`config.mk`:
```
export PLATFORM = sky130hd
export DESIGN_NAME = fetch_controller_flat
export DESIGN_NICKNAME = d
export VERILOG_FILES = /design/src/rtl/fetch_controller_pkg.sv /design/src/rtl/fetch_controller_if.sv /design/src/rtl/fetch_next_pc.sv /design/src/rtl/fetch_controller.sv /design/src/flat_wrapper.sv
export SDC_FILE = /design/constraint.sdc
export NUM_CORES = 1
export LEC_CHECK = 0
export ABC_AREA = 1
export CAP_MARGIN = 20
export CORE_UTILIZATION = 30
export CTS_CLUSTER_DIAMETER = 60
export DETAILED_ROUTE_END_ITERATION = 16
export PLACE_DENSITY = 0.75
export REMOVE_ABC_BUFFERS = 1
export SLEW_MARGIN = 15
export SYNTH_ARGS = -nofsm -noshare
export SYNTH_HDL_FRONTEND = slang
export SYNTH_SLANG_ARGS = --single-unit
```
`constraint.sdc`:
```
create_clock -name clk -period 2.06 [get_ports clk]
set_input_delay 0.309 -clock clk [delete_from_list [all_inputs] [get_ports clk]]
set_output_delay 0.309 -clock clk [all_outputs]
set_load 0.1 [all_outputs]
```
`src/rtl/fetch_controller_pkg.sv`:
```
// Shared constants, state encodings and decode helpers for the IF-stage fetch controller.
package fetch_controller_pkg;

  localparam int Num_of_bits      = 16;
  localparam int pc_width         = 32;
  localparam int Num_of_registers = 5;
  localparam int CNT_W            = 16;
  localparam int IMM_FLAG_BIT     = 15;
  localparam int OPCODE_MSB       = 15;
  localparam int OPCODE_LSB       = 11;

  localparam logic [4:0]          HALT_OPCODE = 5'b00001;
  localparam logic [pc_width-1:0] RESET_PC    = '0;
  localparam logic [pc_width-1:0] ADDR_MASK   =
    {{(pc_width-Num_of_registers){1'b0}}, {Num_of_registers{1'b1}}};

  typedef enum logic [1:0] {S_BOOT, S_RUN, S_HALT} state_t;

  typedef enum logic [1:0] {NPC_RESET, NPC_HOLD, NPC_SEQ, NPC_BRANCH} npc_sel_t;

  function automatic logic is_halt(input logic [Num_of_bits-1:0] instr);
    return instr[OPCODE_MSB:OPCODE_LSB] == HALT_OPCODE;
  endfunction

endpackage

```
`src/rtl/fetch_controller_if.sv`:
```
// Memory-side and IF/ID-side signal bundle of the fetch controller.
interface fetch_controller_if;
  import fetch_controller_pkg::*;

  logic                   stall;
  logic                   branch_taken;
  logic [pc_width-1:0]    branch_target;
  logic [Num_of_bits-1:0] mem_instr;
  logic [Num_of_bits-1:0] mem_imm;
  logic [pc_width-1:0]    mem_pc;
  logic [Num_of_bits-1:0] if_instr;
  logic [Num_of_bits-1:0] if_imm;
  logic [pc_width-1:0]    if_pc;
  logic                   if_valid;
  logic                   if_two_word;
  logic                   halted;
  logic                   fault;
  logic [CNT_W-1:0]       fetch_count;

  modport master (
    input  stall, branch_taken, branch_target, mem_instr, mem_imm,
    output mem_pc, if_instr, if_imm, if_pc, if_valid, if_two_word,
           halted, fault, fetch_count
  );

  modport slave (
    output stall, branch_taken, branch_target, mem_instr, mem_imm,
    input  mem_pc, if_instr, if_imm, if_pc, if_valid, if_two_word,
           halted, fault, fetch_count
  );

endinterface

```
`src/rtl/fetch_next_pc.sv`:
```
// Next memory address mux; the result is always folded into the memory depth.
module fetch_next_pc
  import fetch_controller_pkg::*;
(
  input  npc_sel_t            sel,
  input  logic [pc_width-1:0] cur_pc,
  input  logic [pc_width-1:0] branch_target,
  input  logic                two_word,
  output logic [pc_width-1:0] next_pc
);

  logic [pc_width-1:0] raw_pc;

  always_comb begin
    raw_pc = cur_pc;
    case (sel)
      NPC_RESET:  raw_pc = RESET_PC;
      NPC_HOLD:   raw_pc = cur_pc;
      NPC_SEQ:    raw_pc = cur_pc + (two_word ? pc_width'(2) : pc_width'(1));
      NPC_BRANCH: raw_pc = branch_target;
      default:    raw_pc = cur_pc;
    endcase
    next_pc = raw_pc & ADDR_MASK;
  end

endmodule

```
`src/rtl/fetch_controller.sv`:
```
// IF-stage fetch sequencer: boot/run/halt FSM, fault latch and saturating fetch counter.
module fetch_controller
  import fetch_controller_pkg::*;
(
  input  logic               clk,
  input  logic               rst,
  fetch_controller_if.master bus
);

  state_t              state, state_nxt;
  npc_sel_t            npc_sel;
  logic [pc_width-1:0] cur_pc;
  logic [CNT_W-1:0]    fetch_count;
  logic                fault_q;
  logic                two_word;
  logic                valid;
  logic                fault_now;
  logic                accept;

  assign two_word = bus.mem_instr[IMM_FLAG_BIT];
  assign accept   = valid & ~bus.stall;

  fetch_next_pc u_next_pc (
    .sel           (npc_sel),
    .cur_pc        (cur_pc),
    .branch_target (bus.branch_target),
    .two_word      (two_word),
    .next_pc       (bus.mem_pc)
  );

  // cur_pc always follows the issued address so it names the words arriving next cycle.
  always_ff @(posedge clk) begin
    if (rst) begin
      state       <= S_BOOT;
      cur_pc      <= RESET_PC;
      fault_q     <= 1'b0;
      fetch_count <= '0;
    end else begin
      state  <= state_nxt;
      cur_pc <= bus.mem_pc;
      if (fault_now)
        fault_q <= 1'b1;
      if (accept && fetch_count != '1)
        fetch_count <= fetch_count + 1'b1;
    end
  end

  // Priority in run: branch kill, then last-address fault, then stall, then halt/advance.
  always_comb begin
    state_nxt = state;
    npc_sel   = NPC_HOLD;
    valid     = 1'b0;
    fault_now = 1'b0;
    if (rst) begin
      npc_sel = NPC_RESET;
    end else begin
      case (state)
        S_BOOT: begin
          npc_sel   = NPC_RESET;
          state_nxt = S_RUN;
        end
        S_RUN: begin
          if (bus.branch_taken) begin
            npc_sel = NPC_BRANCH;
          end else if (two_word && cur_pc == ADDR_MASK) begin
            fault_now = 1'b1;
            state_nxt = S_HALT;
          end else if (bus.stall) begin
            valid = 1'b1;
          end else begin
            valid   = 1'b1;
            npc_sel = NPC_SEQ;
            if (is_halt(bus.mem_instr))
              state_nxt = S_HALT;
          end
        end
        S_HALT: begin
          if (bus.branch_taken) begin
            npc_sel   = NPC_BRANCH;
            state_nxt = S_RUN;
          end
        end
        default: state_nxt = S_BOOT;
      endcase
    end
  end

  assign bus.if_instr    = bus.mem_instr;
  assign bus.if_imm      = bus.mem_imm;
  assign bus.if_pc       = cur_pc;
  assign bus.if_valid    = valid;
  assign bus.if_two_word = two_word;
  assign bus.halted      = (state == S_HALT) && !rst;
  assign bus.fault       = fault_q;
  assign bus.fetch_count = fetch_count;

endmodule

```
`src/flat_wrapper.sv`:
```
// flat-port wrapper written by rule: the top's interface ports become plain ports
module fetch_controller_flat import fetch_controller_pkg::*;
  (clk, rst, bus_stall, bus_branch_taken, bus_branch_target, bus_mem_instr, bus_mem_imm, bus_mem_pc, bus_if_instr, bus_if_imm, bus_if_pc, bus_if_valid, bus_if_two_word, bus_halted, bus_fault, bus_fetch_count);
  fetch_controller_if bus_i ();
  input  logic clk;
  input  logic rst;
  input wire logic [$bits(bus_i.stall)-1:0] bus_stall;
  input wire logic [$bits(bus_i.branch_taken)-1:0] bus_branch_taken;
  input wire logic [$bits(bus_i.branch_target)-1:0] bus_branch_target;
  input wire logic [$bits(bus_i.mem_instr)-1:0] bus_mem_instr;
  input wire logic [$bits(bus_i.mem_imm)-1:0] bus_mem_imm;
  output wire logic [$bits(bus_i.mem_pc)-1:0] bus_mem_pc;
  output wire logic [$bits(bus_i.if_instr)-1:0] bus_if_instr;
  output wire logic [$bits(bus_i.if_imm)-1:0] bus_if_imm;
  output wire logic [$bits(bus_i.if_pc)-1:0] bus_if_pc;
  output wire logic [$bits(bus_i.if_valid)-1:0] bus_if_valid;
  output wire logic [$bits(bus_i.if_two_word)-1:0] bus_if_two_word;
  output wire logic [$bits(bus_i.halted)-1:0] bus_halted;
  output wire logic [$bits(bus_i.fault)-1:0] bus_fault;
  output wire logic [$bits(bus_i.fetch_count)-1:0] bus_fetch_count;
  assign bus_i.stall = bus_stall;
  assign bus_i.branch_taken = bus_branch_taken;
  assign bus_i.branch_target = bus_branch_target;
  assign bus_i.mem_instr = bus_mem_instr;
  assign bus_i.mem_imm = bus_mem_imm;
  assign bus_mem_pc = bus_i.mem_pc;
  assign bus_if_instr = bus_i.if_instr;
  assign bus_if_imm = bus_i.if_imm;
  assign bus_if_pc = bus_i.if_pc;
  assign bus_if_valid = bus_i.if_valid;
  assign bus_if_two_word = bus_i.if_two_word;
  assign bus_halted = bus_i.halted;
  assign bus_fault = bus_i.fault;
  assign bus_fetch_count = bus_i.fetch_count;
  fetch_controller u_core (.clk(clk), .rst(rst), .bus(bus_i));
endmodule
```
# == Yosys cells after proc, flatten, opt, wreduce, memory -nomap -nowiden ==
# Index checks and enable logic that the tools add are counted.
# totals
input_bits,68
register_bits,24
# op_classes
mux,22
addsub,2
n_reduce_logical,7
bitwise_logic,2
n_eq_ne,12
# ops
op,count
2-bit 2-to-1 mux,11
5-bit one-hot mux with 4 select lines,1
16-bit by 1-bit adder with 16-bit output (second input constant),1
16-bit != test (second input constant),1
2-bit one-hot mux with 3 select lines,2
1-bit 2-to-1 mux,8
2-bit equality test (second input constant),3
5-bit by 2-bit adder with 5-bit output,1
5-bit by 1-bit equality test with 1-bit output (second input constant),1
5-bit equality test (second input constant),1
2-bit by 1-bit equality test with 1-bit output (second input constant),2
2-bit zero test,2
2-bit != test (second input constant),2
4-bit AND reduction,1
1-bit logical AND,3
3-bit by 1-bit != test with 1-bit output (second input constant),1
3-bit by 2-bit != test with 1-bit output (second input constant),1
1-bit bitwise AND,1
1-bit zero test,1
1-bit inverter,1

# == Longest topological paths before layout ==
# Gate-level depths: netlist of run 1.
# logic_depth
ltp_word,8
depth_mapped,10

# == Cells and area by module ==
# A second synthesis of run 1 with hierarchy kept.
# unflattened
cells_unflattened,429
area_unflattened_um2,2994.1
# modules_own_cells
mod,area_per_inst_um2,seq_area_each_um2,instances,cells_per_inst
fetch_controller,2542.4,1021.0,1,356
fetch_next_pc,451.7,0.0,1,73

# == Least setup slack after synthesis of run 1 ==
# Ideal clock, no wire load.
# synth_path
path_kind,reg2out
startpoint,"register u_core.cur_pc[1], in the netlist u_core.bus.if_pc[1]"
endpoint,output bus_mem_pc[1]
stages_incl_launch_ff,10
arrival_ns,2.581
n_path_buf,0
setup_slack_ns,-0.830
path_cell_list,dfxtp_1 nand2_1 nor2_1 nand2_1 nand2_1 nand2_1 nand2_1 inv_1 nand3_1 nand3_1
# synth_between
elab_chain_cells,8
elab_cells_between_ends,12
cone_classes,add/sub: 1; eq/ne: 4; mux: 5; reduce/logical: 2
# synth_rtl
item,line,text
from (decl),fetch_controller.sv:12,logic [pc_width-1:0] cur_pc;
from (signal assigned),fetch_controller.sv:40,cur_pc <= bus.mem_pc;
5-bit equality test,fetch_controller.sv:65,end else if (two_word && cur_pc == ADDR_MASK) begin
1-bit logical AND,fetch_controller.sv:65,
2-bit 2-to-1 mux,fetch_controller.sv:65,
2-bit 2-to-1 mux,fetch_controller.sv:63,if (bus.branch_taken) begin
2-bit one-hot mux with 3 select lines,fetch_controller.sv:57,case (state)
2-bit 2-to-1 mux,fetch_controller.sv:54,if (rst) begin
2-bit equality test (tied with other cells),fetch_next_pc.sv:16,case (sel)
5-bit one-hot mux with 4 select lines (*),fetch_next_pc.sv:16,
to (decl),flat_wrapper.sv:12,output wire logic [$bits(bus_i.mem_pc)-1:0] bus_mem_pc;
# Every way passes the cells marked *; elsewhere a longest branch is shown, timed or not.

# == Worst setup path after layout of run 1 ==
# layout_path
startpoint,"register u_core.cur_pc[0], in the netlist u_core.bus.if_pc[0]"
endpoint,output bus_mem_pc[2]
# The elaborated chain is that of the path after synthesis.

==> metrics.md, run 1 <==
| Metric | Value |
|---|---|
| Cts bufs inserted | `3` |
| Max-cap violation count | `0` |
| Final hold vios | `0` |
| Multi-input gate area | `1227 µm²` |
| # hold bufs at CTS | `0` |
| Total power | `1.638 mW` |
| Violated checks | `negative setup slack` |
| Area share of and/or/nand/nor cells after synthesis | `0.2989` |
| CP Cell Sequence | `ha_4 -> fa_2 -> or2_4 -> nand3_4 -> nand3_4 -> buf_12` |
| Skew final | `0.002448 ns` |
| Global-route met2 utilization | `0.2359` |
| Crit Path Category | `reg -> out` |
| DRT antenna net count | `0` |
| Share of the synthesized area in the top cell type | `0.3130` |
| Die Span X | `86.35 µm` |
| Multiplexer share of the synthesized area | `0` |
| Critical path buffer and inverter count | `1` |
| Most frequent cells in the layout | `63 x nand2_1, 54 x conb_1, 46 x buf_4` |
| CTS Buffer Depth | `2` |
| Post-placement cell count | `433` |
| Die area | `7456 µm²` |
| Via Count | `2,010` |
| Fin crit period | `2.070 ns` |
| Met3 usage | `0.09619` |
| # nets final | `424` |
| Worst skew pair latency | `0.27 ns` |
| Residual overflow from global routing | `0` |
| Layer with the highest usage | `met2` |
| Post-Synthesis Cell Area | `approximately 2100 µm²` |
| Crit path max-delay family | `adder cells` |
| Flops & latches, synth | `24` |
| N_diodes | `0` |
| Largest stage delay, worst path | `0.37 ns` |
| Ys Warns | `0` |
| Reg2reg setup slack | `0.27 ns` |
| Post-synth EDFFs | `0` |
| Routed vias/inst | `around 4.5` |
| Final WS setup | `-0.01047 ns` |
| HP Class | `in -> reg` |
| Buffers added on ports | `48` |
| Reg2reg start | `u_core.bus.if_pc[2]` |
| Final wirelength | `6045 µm` |
| Post-Synth XOR/XNOR Area | `0.03693` |
| HP Start | `bus_branch_taken` |
| Worst R2R End | `u_core.bus.fetch_count[9]` |
| Placed wire-length estimate | `4549 µm` |
| Required @ worst endpoint | `roughly 1.8 ns` |
| GRT Total Usage | `0.1545` |
| Post-Synthesis Cells | `310` |
| DR WL/cell | `around 14 µm` |
| Core ar. | `6832 µm²` |
| Root buffer cell | `clkbuf_8` |
| Fraction of the yosys area taken by sequential cells | `0.2251` |
| Count of pins over their slew limit | `0` |
| Die Y | `86.35 µm` |
| Residual DRC | `0` |
| First-iteration detailed-routing DRC count | `about 110` |
| Critical-path maximum fanout | `3` |
| Async set-reset flop share out of synthesis | `0` |
| Post-placement setup slack | `-0.3805 ns` |
| Global-route wire length before repair | `8838 µm` |
| Dominant cells by area after synthesis | `buf_4 31%, dfxtp_1 23%, nand2_1 13%` |
| P_leak | `1.249 nW` |
| Status | `finished, violations left` |
| Crit path arrival time | `between 1.5 and 2 ns` |
| Maximum vdd drop | `0.3929 mV` |
| Main combinational cell family by area after synthesis | `buffers and inverters` |
| RSZ-0062 raised after global routing | `true` |
| CP endpoint kind | `output port` |
| Post-Synth Adder-Cell Area | `0.02696` |
| Synth unique cells | `27` |
| CTS HTree Levels | `1` |
| R2r worst-path depth | `12` |
| Hold path endpoint | `u_core.state[0]` |
| Clock sink total | `24` |
| Fmax | `~480 MHz` |
| Layout area overhead | `29.48%` |
| Rows | `30` |
| Hold Path Stages | `3` |
| Critical path launch point type | `flip-flop` |
| Initial Utilization | `0.3125` |
| Met1 GRT Util | `0.1868` |
| Fillers | `700` |
| Vias in the first global route | `1,812` |
| Most frequent CP cell | `nand3_4` |
| GPL Wtd Cong | `0.8753` |
| Clock-pin slew on the worst setup and hold paths | `0.09 ns` |
| I/O pin cnt | `approximately 180` |
| Setup violations, final | `1` |
| Layout Cells excl Fill | `447` |
| Syn avg cell area | `6.886 µm²` |
| Area taken by flip-flops and latches | `just under 500 µm²` |
| CTS tree | `built` |
| Largest net degree at the start of global routing | `15` |
| Router iterations before antenna repair | `4` |
| Post-synthesis compound-gate area fraction | `0.06038` |
| Most common cell after layout, fill and taps aside | `nand2_1` |
| Largest area contributor in the netlist | `buf_4` |
| Slowest CP cell | `dfxtp_4` |
| Layout cells sized above 1 | `0.3191` |
| Pwr/cell area | `around 590 nW/µm²` |
| Main synth FF type | `dfxtp_1` |
| Initial antenna violation count | `0` |
| Final Cycle Share | `1.005` |
layer usage:
| metal | vias up | part of all wire |
|---|---|---|
| met4 | 0 | 0.0091 |
| met5 | - | 0 |
| met3 | 10 | 0.14 |
| li1 | 930 | - |
| met1 | 920 | 0.42 |
| met2 | 150 | 0.44 |
sequential cells by signal, summed over array words and instances (netlist names):
| register | cells |
|---|---|
| u_core.bus.fetch_count | 16 |
| u_core.bus.fault | 1 |
| u_core.bus.if_pc | 5 |
| u_core.state | 2 |
power breakdown:
part | switching (mW) | total, mW | internal, mW
clock | 0.166 | 0.426 | 0.260
combinational | 0.621 | 0.735 | 0.114
sequential | 0.00946 | 0.477 | 0.467
total | 0.797 | 1.64 | 0.842
worst reg2reg max path: stages (launching register included):
cell	delay [ns]
dfxtp_4	0.38
nand2_1	0.08
inv_2	0.06
nand2_2	0.10
buf_4	0.11
buf_4	0.09
nand3_2	0.09
buf_4	0.15
buf_4	0.13
nor2_4	0.16
buf_4	0.17
nand2_1	0.06
a21oi_1	0.14
logic make-up (layout without fill, tap and decap cells):
kind of cell,count (synthesis),count (layout)
DFF,24,24
AOI/OAI and AO/OA,24,24
other,1,54
buffers and inverters,108,96
xor gates and xnor gates,9,9
adders and majority gates,4,4
and+or+nand+nor,140,140
synth_stat cells (2+ instances only):
master    count
a21oi_1      17
buf_4        89
clkbuf_1      2
dfxtp_1      24
ha_1          3
inv_1        13
inv_2         3
nand2_1      72
nand2_2       3
nand3_1      27
nand4_1       6
nor2_1       23
nor2_4        3
o21ai_0       5
xnor2_1       8
what timing repair did:
item | 4_1_cts | 5_1_grt
pin swaps | 5 | 12
endpoints found under the setup margin | 5 | 5
buffers inserted | 3 | 7
gates resized for setup | 25 | 25
worst max path at each step:
stage,from,endpoint,slack [ns],cells past startpoint
after floorplan,u_core.bus.if_pc[1],bus_mem_pc[1],-0.83,9
after global placement,bus_mem_instr[15],bus_mem_pc[2],-0.38,8
after detailed placement,bus_mem_instr[15],bus_mem_pc[2],-0.38,8
after CTS,u_core.bus.if_pc[0],bus_mem_pc[4],-0.004,7
after global routing,u_core.bus.if_pc[1],bus_mem_pc[2],-0.06,10
final,u_core.bus.if_pc[0],bus_mem_pc[2],-0.01,6
stage by stage:
| stage | hold WS (ns) | cell area, µm² | util | setup TNS [ns] |
|---|---|---|---|---|
| after floorplan | 0.3781 | 1647 | - | -6.655 |
| after global placement | 0.4492 | 2470 | 0.3615 | -1.871 |
| after detailed placement | 0.5021 | 2470 | 0.3615 | -2.507 |
| after CTS | 0.5226 | 2630 | 0.3850 | -0.003709 |
| after global routing | 0.4464 | 2764 | 0.4046 | -0.1767 |
| final | 0.4213 | 2764 | 0.4046 | -0.01047 |
cell type report:
class                   count  area share
multi-input cells         231      0.4441
repair buffers             76      0.2843
flip-flops and latches     24      0.1797
well taps                  96     0.04346
inverters                  16     0.02263
clock buffers               3     0.01494
clock inverters             1     0.01086
Power figures use the tool's default switching activity.
==> run 2, diff against run 1 <==
CORE_MARGIN = 2   (was default)
GPL_TIMING_DRIVEN = 0   (was default)
==> metrics.md, run 2 (synthesis results as in run 1) <==
| Metric | Value |
|---|---|
| Gate power share | `0.461` |
| Worst slew pin tran | `0.9793 ns` |
| Setup violations, final | `2` |
| Largest net degree at the start of global routing | `22` |
| Violated checks | `negative setup slack` |
| Post-placement cell count | `approximately 420` |
| Layer with the highest usage | `met2` |
| Final wirelength | `5411 µm` |
| Switching share of power | `0.5208` |
| Critical path launch point type | `flip-flop` |
| CTS HTree Levels | `1` |
| Setup TNS Final | `-0.1124 ns` |
| N_diodes | `0` |
| Required @ worst endpoint | `around 1.8 ns` |
| Crit path arrival time | `1.82 ns` |
| Layout cells sized above 1 | `0.1837` |
| Count of pins over their slew limit | `0` |
| Max-cap violation count | `0` |
| CP endpoint kind | `output port` |
| GRT Total Usage | `0.1360` |
| Maximum vdd drop | `0.2706 mV` |
| Initial antenna violation count | `0` |
| Skew final | `0.004022 ns` |
| Residual overflow from global routing | `0` |
| Worst skew pair latency | `0.26 ns` |
| Residual DRC | `0` |
| RSZ-0062 raised after global routing | `true` |
| Die Span X | `88.35 µm` |
| First-iteration detailed-routing DRC count | `51` |
| CTS tree | `built` |
| Global-route wire length before repair | `8266 µm` |
| Layout area overhead | `17.41%` |
| Post-layout util | `0.3669` |
| Cts bufs inserted | `3` |
| CTS Buffer Depth | `2` |
| Clock Power Share | `0.218` |
| Root buffer cell | `clkbuf_8` |
| Most common cell after layout, fill and taps aside | `nand2_1` |
| Final WS setup | `-0.06622 ns` |
| Final Cycle Share | `1.032` |
| Final instance area | `2506 µm²` |
| Clock sink total | `24` |
| Post-placement setup slack | `-1.912 ns` |
| R2r worst-path depth | `7` |
| Internal power | `0.7125 mW` |
| Initial Utilization | `0.3125` |
| Crit Path Category | `reg -> out` |
| I/O pin cnt | `184` |
| DRT antenna net count | `0` |
| Die Y | `88.35 µm` |
| Via Count | `~1.9k` |
| Met1 GRT Util | `0.1699` |
| Slew Limit Headroom | `0.3498` |
| Fin crit period | `2.126 ns` |
| Most frequent cells in the layout | `68 x nand2_1, 54 x conb_1, 27 x dlygate4sd2_1` |
| Rows | `30` |
| Pwr/cell area | `593.3 nW/µm²` |
| Core ar. | `6832 µm²` |
| Hold Path Stages | `2` |
| Placed Area | `~2200 µm²` |
| P_leak | `1.160 nW` |
| CP Launch Point | `u_core.bus.if_pc[0]` |
| Sw power | `0.7743 mW` |
| Placed wire-length estimate | `4001 µm` |
| # hold bufs at CTS | `0` |
| Reg2reg start | `u_core.state[0]` |
| Top reg by flops | `u_core.bus.fetch_count` |
| DR WL/cell | `roughly 13 µm` |
| # nets final | `just over 400` |
| Layout Cells excl Fill | `roughly 430` |
| Fillers | `699` |
| CP Capture Point | `bus_mem_pc[2]` |
| Router iterations before antenna repair | `4` |
| GPL Wtd Cong | `0.7812` |
| Buffers added on ports | `48` |
| Die area | `7806 µm²` |
| HP Class | `in -> reg` |
| Fmax | `470.3 MHz` |
| Largest register FFs | `16` |
| Final hold vios | `0` |
| Clock-pin slew on the worst setup and hold paths | `0.09 ns` |
| Met3 usage | `0.09422` |
| Routed vias/inst | `4.339` |
| Global-route met2 utilization | `0.1948` |
| Sequential power share | `0.321` |
| Worst R2R End | `u_core.bus.fetch_count[7]` |
| Status | `finished, violations left` |
| Critical-path maximum fanout | `4` |
| Reg2reg setup slack | `0.24 ns` |
| Vias in the first global route | `roughly 1.7k` |
[run 2: changes by cell type in the layout (fill, tap and decap cells not counted), moves of 2 or more]
cell	delta
buf_4	-37
dlygate4sd2_1	+26
buf_12	-9
nand2_2	-6
nand2_1	+5
buf_2	+3
buf_6	-3
clkdlybuf4s50_1	+2
inv_2	-2
nand3_1	-2
[run 2: stage by stage]
step	hold WS (ns)	power (mW)
after CTS	0.4298	1.480
after floorplan	0.3781	1.026
after global routing	0.4463	1.547
after detailed placement	0.4880	1.148
final	0.4279	1.487
after global placement	0.4708	1.146
[run 2: critical path, stage by stage (launching register included)]
cell and delay [ns]:
dfxtp_4 0.37, ha_4 0.17, fa_2 0.41, or2_4 0.25, nand3_4 0.09, nand3_4 0.08, buf_12 0.17
[run 2: power by group through the flow]
stage / clock, mW / combinational (mW) / sequential (mW)
2_1_floorplan: 0 / 0.501 / 0.525
3_3_place_gp: 0 / 0.657 / 0.489
3_5_place_dp: 0 / 0.659 / 0.489
4_1_cts: 0.339 / 0.663 / 0.478
5_1_grt: 0.362 / 0.707 / 0.478
6_report: 0.325 / 0.685 / 0.477
[run 2: cell type report]
| class | instances | area, µm² | area share |
|---|---|---|---|
| Multi-Input combinational cell | 231 | 1220 | 0.4868 |
| Timing Repair Buffer | 57 | 550.5 | 0.2197 |
| Sequential cell | 24 | 494.2 | 0.1972 |
| Tap cell | 96 | 120.1 | 0.04793 |
| Inverter | 16 | 66.31 | 0.02646 |
| Clock buffer | 4 | 55.05 | 0.02197 |
[run 2: how the worst min path moves through the flow]
stage                          start                          to  slack [ns]
floorplan                        rst   u_core.bus.fetch_count[0]        0.38
global placement    u_core.bus.fault            u_core.bus.fault        0.47
detailed placement  u_core.bus.fault            u_core.bus.fault        0.49
CTS                              rst  u_core.bus.fetch_count[15]        0.43
global route                     rst  u_core.bus.fetch_count[13]        0.45
finish                           rst  u_core.bus.fetch_count[15]        0.43
[run 2: layer usage]
layer | up-vias | part of all wire | wire (µm)
met1 | 822 | 0.44 | 2370
met2 | 136 | 0.41 | 2219
met4 | 0 | 0.0048 | 26
met5 | - | 0 | 0
met3 | 6 | 0.15 | 795
li1 | 893 | - | -
[run 2: repair_timing]
action / CTS / global route
gates cloned: 0 / 0
resized for setup: 100 / 26
endpoints found under the setup margin: 53 / 6
pin swaps: 1 / 9
buffers inserted: 1 / 8
==> run 3, diff against run 2 <==
CAP_MARGIN = 5   (was 20)
PLACE_DENSITY = 0.85   (was 0.75)
==> metrics.md, run 3 (synthesis results as in run 1) <==
| Metric | Value |
|---|---|
| Status | `finished, violations left` |
| Violated checks | `negative setup slack` |
| Rows | `30` |
| Largest net degree at the start of global routing | `22` |
| Cts bufs inserted | `3` |
| # nets final | `406` |
| HP Class | `in -> reg` |
| Crit path arrival time | `1.81 ns` |
| CTS tree | `built` |
| # hold bufs at CTS | `0` |
| CTS Buffer Depth | `2` |
| Final wirelength | `5616 µm` |
| Global-route wire length before repair | `between 8000 and 9000 µm` |
| Maximum vdd drop | `0.3173 mV` |
| Die Y | `around 88 µm` |
| Initial Utilization | `0.3125` |
| Die area | `between 7000 and 8000 µm²` |
| Routed vias/inst | `4.499` |
| Pwr/cell area | `629.8 nW/µm²` |
| Required @ worst endpoint | `1.75 ns` |
| CTS HTree Levels | `1` |
| Crit Path Category | `reg -> out` |
| GRT Total Usage | `0.1383` |
| DR WL/cell | `approximately 13 µm` |
| Root buffer cell | `clkbuf_8` |
| Most common cell after layout, fill and taps aside | `nand2_1` |
| Largest register FFs | `16` |
| Initial antenna violation count | `0` |
| Layout area overhead | `18.29%` |
| Worst slew pin tran | `approximately 1 ns` |
| Hold slack | `0.4371 ns` |
| Layer with the highest usage | `met2` |
| Met3 usage | `0.09235` |
| Fin crit period | `2.123 ns` |
| Die Span X | `88.35 µm` |
| GPL Wtd Cong | `approximately 0.84` |
| Final hold vios | `0` |
| Core ar. | `6832 µm²` |
| Residual overflow from global routing | `0` |
| Via Count | `1,930` |
| Buffers added on ports | `48` |
| Final WS setup | `-0.06282 ns` |
| Count of pins over their slew limit | `0` |
| Top reg by flops | `u_core.bus.fetch_count` |
| First-iteration detailed-routing DRC count | `111` |
| Placed wire-length estimate | `around 4000 µm` |
| CP endpoint kind | `output port` |
| Vias in the first global route | `between 1.5k and 2k` |
| CP Cell Sequence | `ha_4 -> fa_2 -> or2_4 -> nand3_4 -> nand3_2 -> buf_12` |
| DRT antenna net count | `0` |
| I/O pin cnt | `about 180` |
| Largest stage delay, worst path | `0.41 ns` |
| Slowest CP cell | `fa_2` |
| P_leak | `around 1.2 nW` |
| Global-route met2 utilization | `0.2071` |
| Skew final | `~0.0075 ns` |
| Critical path launch point type | `flip-flop` |
| Worst skew pair latency | `0.27 ns` |
| Slew Limit Headroom | `0.3497` |
| Post-placement cell count | `415` |
| Router iterations before antenna repair | `4` |
| Critical-path maximum fanout | `4` |
| Fmax | `471.1 MHz` |
| Met1 GRT Util | `0.1683` |
| Clock-pin slew on the worst setup and hold paths | `around 0.1 ns` |
| Residual DRC | `0` |
| Final Cycle Share | `1.030` |
| Layout Cells excl Fill | `429` |
| N_diodes | `0` |
| Max-cap violation count | `0` |
| Clock sink total | `24` |
| RSZ-0062 raised after global routing | `true` |
| Most frequent cells in the layout | `66 x nand2_1, 54 x conb_1, 27 x dlygate4sd2_1` |
| Setup violations, final | `4` |
| Layout cells sized above 1 | `0.1982` |
run 3: final cells by class:
type                            instances  area (µm²)
Clock buffer                            3       41.29
Fill cell                             714        4307
Multi-Input combinational cell        231        1211
Inverter                               16       66.31
Sequential cell                        24       498.0
Timing Repair Buffer                   58       558.0
Clock inverter                          1       30.03
Tap cell                               96       120.1
run 3: where the power goes:
part           leakage, nW  switching (mW)  internal [mW]
registers            0.198         0.00970          0.468
clock network       0.0357           0.167          0.260
logic                0.935           0.613         0.0734
run 3: metrics by stage:
stage / util / setup TNS, ns / power (mW) / worst slack (ns) / cell area [µm²]
2_1_floorplan: - / -6.655 / 1.026 / -0.8299 / 1647
3_3_place_gp: 0.3289 / -19.81 / 1.145 / -1.825 / 2247
3_5_place_dp: 0.3289 / -21.18 / 1.147 / -1.857 / 2247
4_1_cts: 0.3551 / -0.004677 / 1.577 / -0.004677 / 2426
5_1_grt: 0.3696 / -0.6945 / 1.636 / -0.1432 / 2525
6_report: 0.3696 / -0.1296 / 1.590 / -0.06282 / 2525
run 3: repair_timing:
| action | CTS | global route |
|---|---|---|
| gates resized for setup | 102 | 24 |
| endpoints found under the setup margin | 55 | 8 |
| buffers inserted | 8 | 2 |
| pin swaps | 4 | 7 |
run 3: metal layers:
metal / vias up / share of wire / wire length, µm
li1: 894 / - / -
met1: 870 / 0.41 / 2280
met2: 158 / 0.42 / 2382
met3: 8 / 0.16 / 883
met4: 0 / 0.012 / 70
met5: - / 0 / 0
run 3: final timing paths:
path,from,to,slack (ns),cells after the start
max,u_core.bus.if_pc[0],bus_mem_pc[2],-0.06,6
min,rst,u_core.bus.fetch_count[14],0.44,2
max reg2reg,u_core.bus.if_pc[0],u_core.bus.if_pc[2],-0.02,12
min reg2reg,u_core.bus.fault,u_core.bus.fault,0.50,1
run 3: critical path: cells and delay by family (launching register included):
kind                     cells  cell delay, ns
AND/OR/NAND/NOR              3            0.42
buffers and inverters        1            0.18
flip-flops                   1            0.37
adder cells (fa/ha/maj)      2            0.57
